[src/rtl/sound_event_scheduler_pkg.sv]
// Shared types and constants for the sound event scheduler: FSM states,
// source indices, tone frequencies and direction encodings.
package sound_pkg;

   typedef enum logic [1:0] {
      IDLE = 2'd0,
      PLAY = 2'd1,
      GAP  = 2'd2
   } sched_state_t;

   localparam int NUM_SRC = 4;

   // Lower index means higher priority.
   localparam logic [1:0] SRC_BAD  = 2'd0;
   localparam logic [1:0] SRC_GOOD = 2'd1;
   localparam logic [1:0] SRC_BTN  = 2'd2;
   localparam logic [1:0] SRC_DIR  = 2'd3;

   localparam logic [8:0] FREQ_BAD   = 9'd110;
   localparam logic [8:0] FREQ_GOOD  = 9'd440;
   localparam logic [8:0] FREQ_BTN   = 9'd330;
   localparam logic [8:0] FREQ_UP    = 9'd262;
   localparam logic [8:0] FREQ_DOWN  = 9'd294;
   localparam logic [8:0] FREQ_LEFT  = 9'd349;
   localparam logic [8:0] FREQ_RIGHT = 9'd392;

   localparam logic [3:0] DIR_UP    = 4'b0001;
   localparam logic [3:0] DIR_DOWN  = 4'b0010;
   localparam logic [3:0] DIR_LEFT  = 4'b0100;
   localparam logic [3:0] DIR_RIGHT = 4'b1000;

   function automatic logic is_one_hot(input logic [3:0] v);
      return (v != 4'd0) && ((v & (v - 4'd1)) == 4'd0);
   endfunction

   function automatic logic [8:0] dir_freq(input logic [3:0] dir);
      case (dir)
         DIR_UP:    return FREQ_UP;
         DIR_DOWN:  return FREQ_DOWN;
         DIR_LEFT:  return FREQ_LEFT;
         DIR_RIGHT: return FREQ_RIGHT;
         default:   return 9'd0;
      endcase
   endfunction

   function automatic logic [1:0] highest_pending(input logic [NUM_SRC-1:0] pend);
      logic [1:0] idx;
      idx = SRC_DIR;
      for (int i = NUM_SRC - 1; i >= 0; i--) begin
         if (pend[i]) idx = 2'(i);
      end
      return idx;
   endfunction

endpackage

[src/rtl/sound_event_scheduler_edge_detect.sv]
// Input history for the sound scheduler: rising-edge pulses for the level
// requests and a change-detect on one-hot direction values.
module sound_edge_detect (
   input  logic       clk,
   input  logic       rst,
   input  logic [2:0] req_level,
   input  logic [3:0] direction,
   output logic [2:0] req_event,
   output logic       dir_event,
   output logic [3:0] dir_value
);
   import sound_pkg::*;

   logic [2:0] req_prev_reg;
   logic [3:0] dir_prev_reg;

   // History tracks every sample, including invalid directions, so a
   // return to a previously held one-hot value still counts as a change.
   always_ff @(posedge clk) begin
      if (rst) begin
         req_prev_reg <= '0;
         dir_prev_reg <= '0;
      end else begin
         req_prev_reg <= req_level;
         dir_prev_reg <= direction;
      end
   end

   genvar gi;
   generate
      for (gi = 0; gi < 3; gi++) begin : g_req
         assign req_event[gi] = req_level[gi] & ~req_prev_reg[gi];
      end
   endgenerate

   assign dir_event = is_one_hot(direction) && (direction != dir_prev_reg);
   assign dir_value = direction;

endmodule

[src/rtl/sound_event_scheduler.sv]
// Fixed-priority arbiter driving one timed tone plus silent gap per grant.
// Optional SOUND_SCHED_MUTE_EN adds mute_i, which flushes and silences.
module sound_event_scheduler #(
   parameter int              FREQ_W   = 9,
   parameter int              DUR_W    = 20,
   parameter logic [DUR_W-1:0] TONE_DUR = 20'd600000,
   parameter logic [DUR_W-1:0] GAP_DUR  = 20'd60000
) (
   input  logic              clk,
   input  logic              rst,
   input  logic              goodColl_i,
   input  logic              badColl_i,
   input  logic              button_i,
   input  logic [3:0]        direction_i,
`ifdef SOUND_SCHED_MUTE_EN
   input  logic              mute_i,
`endif
   output logic [FREQ_W-1:0] freq_o,
   output logic              playSound_o,
   output logic              busy_o
);
   import sound_pkg::*;

   sched_state_t        state_reg, state_next;
   logic [DUR_W-1:0]    counter_reg, counter_next;
   logic [FREQ_W-1:0]   freq_reg, freq_next;
   logic                play_reg, play_next;
   logic [1:0]          cur_src_reg, cur_src_next;
   logic [NUM_SRC-1:0]  pending_reg, pending_next;
   logic [3:0]          dir_latch_reg, dir_latch_next;

   logic [2:0]          req_level;
   logic [2:0]          req_event;
   logic                dir_event;
   logic [3:0]          dir_value;
   logic [NUM_SRC-1:0]  event_vec;
   logic [NUM_SRC-1:0]  grant_mask;
   logic [1:0]          grant_src;
   logic                mute_active;

`ifdef SOUND_SCHED_MUTE_EN
   assign mute_active = mute_i;
`else
   assign mute_active = 1'b0;
`endif

   assign req_level[SRC_BAD]  = badColl_i;
   assign req_level[SRC_GOOD] = goodColl_i;
   assign req_level[SRC_BTN]  = button_i;

   sound_edge_detect u_edge (
      .clk       (clk),
      .rst       (rst),
      .req_level (req_level),
      .direction (direction_i),
      .req_event (req_event),
      .dir_event (dir_event),
      .dir_value (dir_value)
   );

   assign event_vec = {dir_event, req_event};

   function automatic logic [FREQ_W-1:0] src_freq(input logic [1:0] src, input logic [3:0] dir);
      case (src)
         SRC_BAD:  return FREQ_W'(FREQ_BAD);
         SRC_GOOD: return FREQ_W'(FREQ_GOOD);
         SRC_BTN:  return FREQ_W'(FREQ_BTN);
         default:  return FREQ_W'(dir_freq(dir));
      endcase
   endfunction

   always_comb begin
      state_next     = state_reg;
      counter_next   = counter_reg;
      freq_next      = freq_reg;
      play_next      = play_reg;
      cur_src_next   = cur_src_reg;
      grant_mask     = '0;
      grant_src      = highest_pending(pending_reg);

      case (state_reg)
         IDLE: begin
            if (|pending_reg) begin
               grant_mask[grant_src] = 1'b1;
               cur_src_next = grant_src;
               freq_next    = src_freq(grant_src, dir_latch_reg);
               play_next    = 1'b1;
               counter_next = TONE_DUR - DUR_W'(1);
               state_next   = PLAY;
            end
         end
         PLAY: begin
            // A pending bad collision cuts any other tone short; the
            // interrupted source is not re-queued.
            if (pending_reg[SRC_BAD] && (cur_src_reg != SRC_BAD)) begin
               grant_mask[SRC_BAD] = 1'b1;
               cur_src_next = SRC_BAD;
               freq_next    = FREQ_W'(FREQ_BAD);
               counter_next = TONE_DUR - DUR_W'(1);
            end else if (counter_reg == '0) begin
               play_next    = 1'b0;
               counter_next = GAP_DUR - DUR_W'(1);
               state_next   = GAP;
            end else begin
               counter_next = counter_reg - DUR_W'(1);
            end
         end
         GAP: begin
            if (counter_reg == '0) begin
               state_next = IDLE;
            end else begin
               counter_next = counter_reg - DUR_W'(1);
            end
         end
         default: begin
            state_next = IDLE;
            play_next  = 1'b0;
         end
      endcase

      // Setting beats clearing so an event on its own grant edge survives.
      pending_next   = (pending_reg & ~grant_mask) | event_vec;
      dir_latch_next = dir_event ? dir_value : dir_latch_reg;

      if (mute_active) begin
         state_next   = IDLE;
         play_next    = 1'b0;
         counter_next = '0;
         freq_next    = freq_reg;
         cur_src_next = cur_src_reg;
         pending_next = '0;
      end
   end

   always_ff @(posedge clk) begin
      if (rst) begin
         state_reg     <= IDLE;
         counter_reg   <= '0;
         freq_reg      <= '0;
         play_reg      <= 1'b0;
         cur_src_reg   <= SRC_BAD;
         pending_reg   <= '0;
         dir_latch_reg <= '0;
      end else begin
         state_reg     <= state_next;
         counter_reg   <= counter_next;
         freq_reg      <= freq_next;
         play_reg      <= play_next;
         cur_src_reg   <= cur_src_next;
         pending_reg   <= pending_next;
         dir_latch_reg <= dir_latch_next;
      end
   end

   assign freq_o      = freq_reg;
   assign playSound_o = play_reg;
   assign busy_o      = (state_reg != IDLE);

endmodule
[config.mk]
export PLATFORM = sky130hd
export DESIGN_NAME = sound_event_scheduler
export DESIGN_NICKNAME = d
export VERILOG_FILES = /design/src/rtl/sound_event_scheduler_pkg.sv /design/src/rtl/sound_event_scheduler_edge_detect.sv /design/src/rtl/sound_event_scheduler.sv
export SDC_FILE = /design/constraint.sdc
export NUM_CORES = 1
export LEC_CHECK = 0
export BUFFER_PORTS_ARGS = -buffer_cell sky130_fd_sc_hd__buf_2
export CAP_MARGIN = 25
export CORE_UTILIZATION = 62
export CTS_BUF_LIST = sky130_fd_sc_hd__clkbuf_8
export DETAILED_ROUTE_END_ITERATION = 12
export PLACE_DENSITY = 0.87
export SLEW_MARGIN = 30
export SYNTH_ARGS = -nofsm -noshare
export SYNTH_HDL_FRONTEND = slang
export SYNTH_SLANG_ARGS = --single-unit
export TNS_END_PERCENT = 10
[constraint.sdc]
create_clock -name clk -period 2.73 [get_ports clk]
set_input_delay 0.1365 -clock clk [delete_from_list [all_inputs] [get_ports clk]]
set_output_delay 0.1365 -clock clk [all_outputs]
set_load 0.005 [all_outputs]
==> results of run 1 <==
[metal layers]
| metal | routed length, µm | global-route usage, % | share of wire, % |
|---|---|---|---|
| met5 | 0 | 0 | 0 |
| met4 | 140 | 12.2 | 2.2 |
| met3 | 478 | 8.61 | 7.6 |
| met2 | 2870 | 44.4 | 45 |
| met1 | 2830 | 40.1 | 45 |
[power by group]
part	switching (mW)	leakage [nW]	total, mW	internal [mW]
registers	0.210	0.405	1.10	0.894
logic	0.733	0.645	1.19	0.458
clock network	0.252	0.0595	0.524	0.271
total	1.20	1.11	2.82	1.62
[path summary, 6_finish.rpt]
kind	slack, ps	endpoint	start	cells after the start
hold / removal	40	u_edge.req_prev_reg[1]	goodColl_i	2
hold reg to reg	480	freq_o[4]	freq_o[4]	2
setup reg to reg	320	counter_reg[18]	state_reg[1]	7
setup / recovery	320	counter_reg[18]	state_reg[1]	7
[kinds of logic after synthesis]
| family | Yosys count |
|---|---|
| AO/OA/AOI/OAI | 95 |
| XOR/XNOR | 9 |
| adder cells (fa/ha/maj) | 6 |
| buffers and inverters | 30 |
| flip-flops | 49 |
| multiplexers | 6 |
| AND/OR/NAND/NOR | 128 |
[critical path, cell delays in order (launching register included)]
cell	delay [ps]
dfxtp_1	340
inv_1	100
ha_1	390
or2_2	230
o311ai_0	330
nor3b_1	600
a32oi_1	180
o21ai_0	170
[cells in the final DEF, fill, tap and decap left out, drive strengths merged, types with 2 or more instances in the layout]
master  Yosys  layout
dfxtp      49      49
nor2       33      33
a21oi      29      29
o21ai      26      26
buf         8      21
nor3       20      20
nand2      18      18
inv        16      17
nor4       11      11
nor2b       9       9
nand3       9       9
xor2        8       8
o211ai      7       7
mux2i       6       6
a211oi      6       6
ha          6       6
clkbuf      6       5
nand4b      5       5
nand4       4       4
or4         3       3
or3         3       3
or2         3       3
o21a        3       3
o22ai       3       3
o31ai       3       3
a32oi       2       2
nor3b       2       2
o41ai       2       2
or4b        2       2
[metrics by stage]
step                      util [%]  cell area (µm²)  total power [mW]  instances  hold WS [ps]
after floorplan                  -             2680              1.98        323           265
after detailed placement      67.6             2760              2.27        380           373
final                         70.3             2870              2.82        388          43.6
after CTS                     70.3             2870              2.78        388          48.4
after global placement        67.6             2760              2.23        380           361
after global routing          70.3             2870              3.01        388          44.7
[layout make-up]
type	instances	area (µm²)
multi-input cells	244	1550
fillers	326	1210
flip-flops and latches	49	981
repair buffers	21	110
clock buffers	5	68.8
well taps	50	62.6
inverters	16	60.1
clock inverters	3	42.5
==> key figures, run 1 <==
Yosys
  • Dominant cells by area after synthesis: dfxtp_1 (37%), a21oi_1 (5.2%), nor2_1 (4.6%)
  • Yosys cell types: 63
  • Synth Area in Simple Gates: between 20% and 30%
  • Cell area after synthesis: around 2700 µm²
  • Synth top cells by count: dfxtp_1 (49), nor2_1 (33), a21oi_1 (28), o21ai_0 (20), nor3_1 (19)
  • Post-synthesis mux area share: under 10%
  • Post-synthesis compound-gate area fraction: 23.6%
  • Flops & latches, synth: between 40 and 50
  • XOR/XNOR Fraction of Synth Area: under 10%
  • Post-synth ARST share: 0%
  • Gate count after technology mapping: about 320
  • Mapped Avg Cell Area: about 8.3 µm²
  • Yosys top cell by area: dfxtp_1
  • Post-synth EDFFs: 0
  • Sequential share of the synthesized area: approximately 37%
  • Largest family of logic cells by synthesized area: simple AND/OR/NAND/NOR gates
  • Syn Nets: about 340
  • Most used DFF post-synth: dfxtp_1
  • Synthesis Warnings: 0
  • Share of the synthesized area in the top cell type: between 30 and 40%
  • Most common cell in the netlist: dfxtp_1
  • Adder-Cell Fraction of Synth Area: roughly 2.8%

GRT
  • Grt total ovfl: 0
  • Vias in the first global route: ~2200
  • Tot GR Track Use: 29.8%
  • Pin count of the biggest net entering global routing: 39
  • Initial antenna violation count: 0
  • First-pass GRT wire length: 10.1 mm

Timing
  • Minimum clock period after layout: roughly 2400 ps
  • Setup tns final: 0 ps
  • Final hold violations: 0
  • Final setup violation count: 0
  • Worst setup margin: 321 ps
  • Max Slew Vio Count: 0
  • Worst Tran Pin Value: 1020 ps
  • Fmax: around 0.42 GHz
  • Setup Skew: around 15 ps
  • Rel. slew slack: approximately a third
  • Crit share post-route: 88.3%
  • Setup repair after global routing missed its margin: no

Floorplan
  • Die ar.: between 4000 and 5000 µm²
  • Ports: 20
  • Site Rows: 23
  • Die Span Y: ~68 µm
  • Core Box Area: between 4000 and 5000 µm²
  • Initial Utilization: 65.6%
  • Die width: roughly 68 µm

Clocking
  • H-tree depth: 2
  • CTS Root Cell: clkbuf_8
  • CTS tree: yes
  • Clock Latency Late Sink: roughly 320 ps
  • Clock tree buffer depth: 2
  • Post-CTS sizing: 0
  • Postcts setup bufs: 0
  • Clock sink count: ~50
  • Num CTS Buffers: 5
  • Clock Pin Slew Worst Setup and Hold Paths: about 100 ps
  • Cts hold-fix bufs: 0

Route
  • Final wirelength: roughly 6.3 mm
  • Total number of vias: approximately 2500
  • Drt pass-1 iters: 4
  • Vias/cell: around 6.5
  • DRT iter0 DRCs: between 200 and 250
  • Final ANT Viol Nets: 0
  • Routed WL per cell: around 16 µm
  • Drt drc: 0

Finish
  • Layout cells sized above 1: about 12%
  • # nets final: 352
  • Max reg flops: 20
  • Area grow syn2layout: 7.09%
  • Ant. Diodes: 0

Flow run
  • Max-Cap Viols: 0

Place
  • Port buffer count: 19
  • GPL Wtd Cong: roughly 0.95
  • HPWL after DPL: about 4.5 mm
  • Post-place setup slack: ~440 ps

Power and ir drop
  • Peak VDD IR: around 0.00057 V
  • Leakage power: 1.11 nW
  • PwrDens: ~980 nW/µm²

Critical path
  • Crit Path Class: flip-flop to flip-flop
  • Setup crit end kind: flip-flop
  • Crit Path Max Fanout: 12
  • Worst EP arrival: approximately 2700 ps
  • CP Data Required Time: 2980 ps
  • Worst setup SP type: flip-flop

Worst hold path
  • Worst Hold Class: primary input to flip-flop

Outcome
  • Status: complete, no violations
No activity file was read; power rests on OpenSTA's default activity.
==> run 2: changes to the inputs <==
CORE_ASPECT_RATIO = 1.4   (was unset)
==> key figures, run 2 (same netlist as run 1, synthesis figures left out) <==
Critical path
  • Worst EP arrival: 2630 ps (-30 ps)
  • Worst setup SP type: flip-flop
  • Crit Path Class: flip-flop to flip-flop
  • Setup crit end kind: flip-flop
  • CP peak stage delay: 560 ps (-40 ps)
  • CP delay by family, top: simple AND/OR/NAND/NOR gates
  • Cells along the critical path: inv_1, ha_1, or2_2, o311ai_0, nor3b_1, nand2_1, o211ai_1
  • Crit Path Max Fanout: 12 (unchanged)
  • CP Data Required Time: 2960 ps (-20 ps)
  • Highest-delay cell along the critical path: nor3b_1
  • CP bufs+invs: 1 (unchanged)

Finish
  • Register area: 981 µm² (unchanged)
  • Most common cell after layout, fill and taps aside: dfxtp_1
  • Commonest non-fill, non-tap cells in the layout: dfxtp_1 (49), nor2_1 (33), a21oi_1 (28)
  • # nets final: 352 (unchanged)
  • Ant. Diodes: 0 (unchanged)
  • Max reg flops: 20 (unchanged)
  • Layout cells sized above 1: 12.1% (unchanged)
  • Footprint of the multi-input gates: 1550 µm² (unchanged)
  • Area grow syn2layout: 5.88%
  • Non-Filler Instances: 381 (-1.8%)
  • FILL cells: 336 (+3.1%)

Clocking
  • Num CTS Buffers: 5 (unchanged)
  • Clock sink count: 49 (unchanged)
  • Clock tree buffer depth: 2 (unchanged)
  • Clock Pin Slew Worst Setup and Hold Paths: 90 ps (about the same)
  • Cts hold-fix bufs: 0 (unchanged)
  • Postcts setup bufs: 0 (unchanged)
  • CTS tree: yes
  • Clock Latency Late Sink: 310 ps (about the same)
  • Post-CTS sizing: 0 (unchanged)
  • H-tree depth: 2 (unchanged)
  • CTS Root Cell: clkbuf_8

Route
  • Total number of vias: 2517 (-0.55%)
  • DRT iter0 DRCs: 188 (-24%)
  • Final wirelength: 6.43 mm (+1.7%)
  • Final ANT Viol Nets: 0 (unchanged)
  • Vias/cell: 6.61 (+1.3%)
  • Routed WL per cell: 16.9 µm (+3.6%)
  • Drt pass-1 iters: 8 (+4)
  • Drt drc: 1 (+1)

Place
  • HPWL after DPL: 4.57 mm (+2.4%)
  • GPL Wtd Cong: 0.919 (-2.8%)
  • Cells after DPL: 373 (-1.8%)
  • Port buffer count: 19 (unchanged)

Power and ir drop
  • PwrDens: 954 nW/µm² (-2.8%)
  • Leakage power: 1.09 nW (-1.6%)
  • Peak VDD IR: 0.000464 V (-19%)

Timing
  • Worst Tran Pin Value: 892 ps (-124 ps)
  • Crit share post-route: 87.9% (-0.37 points)
  • Setup Skew: 7.40 ps (-7.38 ps)
  • Setup repair after global routing missed its margin: no
  • Max Slew Vio Count: 0 (unchanged)
  • Setup tns final: 0 ps (unchanged)
  • Final hold violations: 0 (unchanged)
  • Final setup violation count: 0 (unchanged)
  • Rel. slew slack: 39.8% (+8.4 points)
  • Fmax: 0.417 GHz (+0.42%)
  • Minimum clock period after layout: 2400 ps (-10.0 ps)

Outcome
  • Failing checks: design-rule violations
  • Status: complete, but fails checks

GRT
  • Vias in the first global route: 2395 (+11%)
  • First-pass GRT wire length: 10.7 mm (+5.2%)
  • Tot GR Track Use: 30.1% (+0.28 points)
  • Initial antenna violation count: 0 (unchanged)
  • Pin count of the biggest net entering global routing: 39 (unchanged)
  • Grt total ovfl: 0 (unchanged)

Floorplan
  • Core Box Area: 4050 µm² (-0.80%)
  • Die Span Y: 79.8 µm (+18%)
  • Die ar.: 4600 µm² (about the same)
  • Initial Utilization: 66.2% (+0.53 points)
  • Site Rows: 27 (+17%)
  • Die width: 57.6 µm (-15%)
  • Ports: 20 (unchanged)

Worst hold path
  • Worst Hold Class: primary input to flip-flop

Flow run
  • Max-Cap Viols: 0 (unchanged)
==> run 2: cell count changes in the layout (fill, tap and decap cells not counted) <==
cell | previous run | this run
bufinv_16 | 1 | 0
clkinvlp_4 | 0 | 2
clkinv_4 | 1 | 0
==> run 2: power breakdown <==
group          total [mW]  internal, mW  switching, mW  leakage [nW]
sequential           1.11         0.894          0.212         0.405
clock               0.422         0.177          0.245        0.0416
combinational        1.18         0.458          0.724         0.645
total                2.71          1.53           1.18          1.09
==> run 2: per-layer routing <==
layer	wire length, µm	GRT usage (%)
met5	0	0
met4	157	18.5
met3	303	4.86
met2	3540	55.6
met1	2430	30.9
==> run 2: cell type report <==
class	instances	area share [%]
Multi-Input combinational cell	244	54.5
Inverter	16	2.11
Clock inverter	3	0.661
Sequential cell	49	34.5
Timing Repair Buffer	21	3.88
Clock buffer	5	2.42
Tap cell	43	1.89
==> run 2: path summary, 6_finish.rpt <==
| kind | slack [ps] | cells past startpoint | endpoint | from |
|---|---|---|---|---|
| setup / recovery | 330 | 7 | counter_reg[12] | state_reg[1] |
| hold / removal | 60 | 2 | u_edge.req_prev_reg[2] | button_i |
| setup reg to reg | 330 | 7 | counter_reg[12] | state_reg[1] |
| hold reg to reg | 450 | 2 | freq_o[4] | freq_o[4] |
==> run 2: worst reg2reg max path, cell delays in order, from the launching register on <==
cell	delay [ps]
dfxtp_1	330
inv_1	100
ha_1	430
or2_2	240
o311ai_0	300
nor3b_1	560
nand2_1	160
o211ai_1	200
==> run 2: stage by stage <==
step	worst slack, ps	cell area [µm²]	util, %	hold WS (ps)	total power, mW
3_3_place_gp	554	2750	67.9	362	2.24
5_1_grt	118	2840	70.1	50.3	2.91
6_report	331	2840	70.1	56.2	2.71
4_1_cts	381	2840	70.1	50.7	2.70
2_1_floorplan	684	2680	-	265	1.98
3_5_place_dp	427	2750	67.9	368	2.27
==> run 3: changes to the inputs <==
CORE_UTILIZATION = 40   (was 62)
PLACE_DENSITY = 0.62   (was 0.87)
==> key figures, run 3 (same netlist as run 1, synthesis figures left out) <==
Floorplan
  • Ports: 20 (unchanged)
  • Site Rows: 34 (+26%)
  • Die width: 71.2 µm (+24%)
  • Die ar.: 7040 µm² (+53%)
  • Die Span Y: 98.9 µm (+24%)
  • Core Box Area: 6340 µm² (+56%)
  • Initial Utilization: 42.3% (-24 points)

Finish
  • Layout cells sized above 1: 12.1% (unchanged)
  • Most common cell after layout, fill and taps aside: dfxtp_1
  • # nets final: 352 (unchanged)
  • Area grow syn2layout: 7.28%
  • Commonest non-fill, non-tap cells in the layout: dfxtp_1 (49), nor2_1 (33), a21oi_1 (28)
  • Max reg flops: 20 (unchanged)
  • FILL cells: 644 (+92%)
  • Ant. Diodes: 0 (unchanged)

Timing
  • Minimum clock period after layout: 2290 ps (-110 ps)
  • Setup repair after global routing missed its margin: no
  • Worst Tran Pin Value: 853 ps (-39.4 ps)
  • Setup Skew: 11.9 ps (+4.46 ps)
  • Final hold violations: 0 (unchanged)
  • Hold_ws: 56.1 ps (-0.101 ps)
  • Final setup violation count: 0 (unchanged)
  • Rel. slew slack: 42.3% (+2.5 points)
  • Setup tns final: 0 ps (unchanged)
  • Max Slew Vio Count: 0 (unchanged)
  • Crit share post-route: 83.9% (-4.0 points)
  • Fmax: 0.437 GHz (+4.8%)

GRT
  • Tot GR Track Use: 19.6% (-10 points)
  • Vias in the first global route: 2335 (-2.5%)
  • Grt total ovfl: 0 (unchanged)
  • First-pass GRT wire length: 11.1 mm (+3.8%)
  • Pin count of the biggest net entering global routing: 39 (unchanged)
  • Initial antenna violation count: 0 (unchanged)

Power and ir drop
  • Peak VDD IR: 0.000326 V (-30%)
  • Comb pwr share: 43.7% (about the same)
  • Leakage power: 1.10 nW (+0.70%)
  • Power Internal: 1.53 mW (about the same)
  • P_sw: 1.18 mW (-0.37%)
  • Clock share of power: 15.5% (about the same)
  • Sw Share: 43.5% (-0.092 points)
  • Sequential Power Share: 40.9% (about the same)
  • PwrDens: 940 nW/µm² (-1.5%)

Route
  • Final wirelength: 6.52 mm (+1.4%)
  • Total number of vias: 2446 (-2.8%)
  • Routed WL per cell: 15.9 µm (-5.8%)
  • DRT iter0 DRCs: 136 (-28%)
  • Drt pass-1 iters: 4 (-4)
  • Drt drc: 0 (-1)
  • Vias/cell: 5.97 (-9.7%)
  • Final ANT Viol Nets: 0 (unchanged)

Critical path
  • Worst setup SP type: flip-flop
  • Setup crit end kind: flip-flop
  • R2R depth: 7 (unchanged)
  • CP Data Required Time: 2960 ps (about the same)
  • Crit Path Class: flip-flop to flip-flop
  • Crit Path Max Fanout: 12 (unchanged)
  • Worst EP arrival: 2520 ps (-110 ps)
  • R2R Path Start: state_reg[1]
  • Critical R2R Capture: counter_reg[18]
  • Reg2reg setup slack: 440 ps (+110 ps)

Clocking
  • Clock Pin Slew Worst Setup and Hold Paths: 90 ps (about the same)
  • Clock Latency Late Sink: 310 ps (about the same)
  • CTS Root Cell: clkbuf_8
  • Clock sink count: 49 (unchanged)
  • Clock tree buffer depth: 2 (unchanged)
  • CTS tree: yes
  • Num CTS Buffers: 5 (unchanged)
  • H-tree depth: 2 (unchanged)

Outcome
  • Status: complete, no violations

Worst hold path
  • Worst Hold Depth: 2 (unchanged)
  • Hold Startpoint: goodColl_i
  • Worst Hold Endpoint: u_edge.req_prev_reg[1]
  • Worst Hold Class: primary input to flip-flop

Place
  • GPL Wtd Cong: 0.829 (-9.8%)
  • HPWL after DPL: 4.62 mm (+1.1%)
  • Port buffer count: 19 (unchanged)

Flow run
  • Max-Cap Viols: 0 (unchanged)
-- run 3: changes by cell type in the layout (fill, tap and decap cells not counted) --
cell        previous run  this run
clkinvlp_4             2         1
inv_1                 17        18
nor3b_1                2         1
nor3b_2                0         1
o311ai_0               1         0
o311ai_1               0         1
-- run 3: worst max path at each step --
stage                             from               to  slack (ps)  cells past startpoint
final                     state_reg[1]  counter_reg[18]         440                      7
after global routing      state_reg[1]  counter_reg[18]         270                      7
after CTS                 state_reg[1]  counter_reg[18]         280                      7
after detailed placement  state_reg[1]  counter_reg[18]         320                      7
after global placement    state_reg[1]  counter_reg[18]          90                      7
after floorplan           state_reg[0]   counter_reg[6]         680                      9
-- run 3: per-layer routing --
layer	track usage, %	up-vias	share of wire, %
met5	0	-	0
met4	7.38	0	2.2
met3	2.97	15	3.5
met2	35.3	63	50
met1	23.1	1148	44
li1	-	1220	-
-- run 3: repair_timing --
item / in CTS / in global routing
endpoints found under the setup margin: 0 / 1
gates resized for setup: 0 / 1
buffers inserted: 0 / 0
hold buffers: 0 / 0
-- run 3: layout make-up --
type	instances	area, µm²	area share (%)
Multi-Input combinational cell	244	1550	54.0
Sequential cell	49	981	34.1
Timing Repair Buffer	21	110	3.83
Tap cell	72	90.1	3.13
Clock buffer	5	68.8	2.39
Inverter	16	60.1	2.09
Clock inverter	3	15.0	0.522
-- run 3: power by group through the flow --
stage | Combinational [mW] | Sequential, mW | Clock, mW
global placement | 1.16 | 1.11 | 0
global route | 1.32 | 1.14 | 0.463
detailed placement | 1.17 | 1.12 | 0
floorplan | 0.920 | 1.06 | 0
CTS | 1.18 | 1.10 | 0.431
finish | 1.18 | 1.11 | 0.418
-- run 3: worst max-delay path: stages, from the launching register on --
cell and delay (ps):
dfxtp_1 340, inv_1 100, ha_1 420, or2_2 260, o311ai_1 270, nor3b_2 460
a32oi_1 160, o21ai_0 190
-- run 3: per-stage QoR --
| step | instance area, µm² | instances | total power, mW | utilization (%) | setup slack (ps) |
|---|---|---|---|---|---|
| floorplan | 2680 | 323 | 1.98 | - | 684 |
| CTS | 2870 | 410 | 2.71 | 45.3 | 280 |
| global route | 2880 | 410 | 2.92 | 45.4 | 269 |
| finish | 2880 | 410 | 2.70 | 45.4 | 441 |
| detailed placement | 2790 | 402 | 2.28 | 44.0 | 316 |
| global placement | 2790 | 402 | 2.27 | 44.0 | 91.1 |
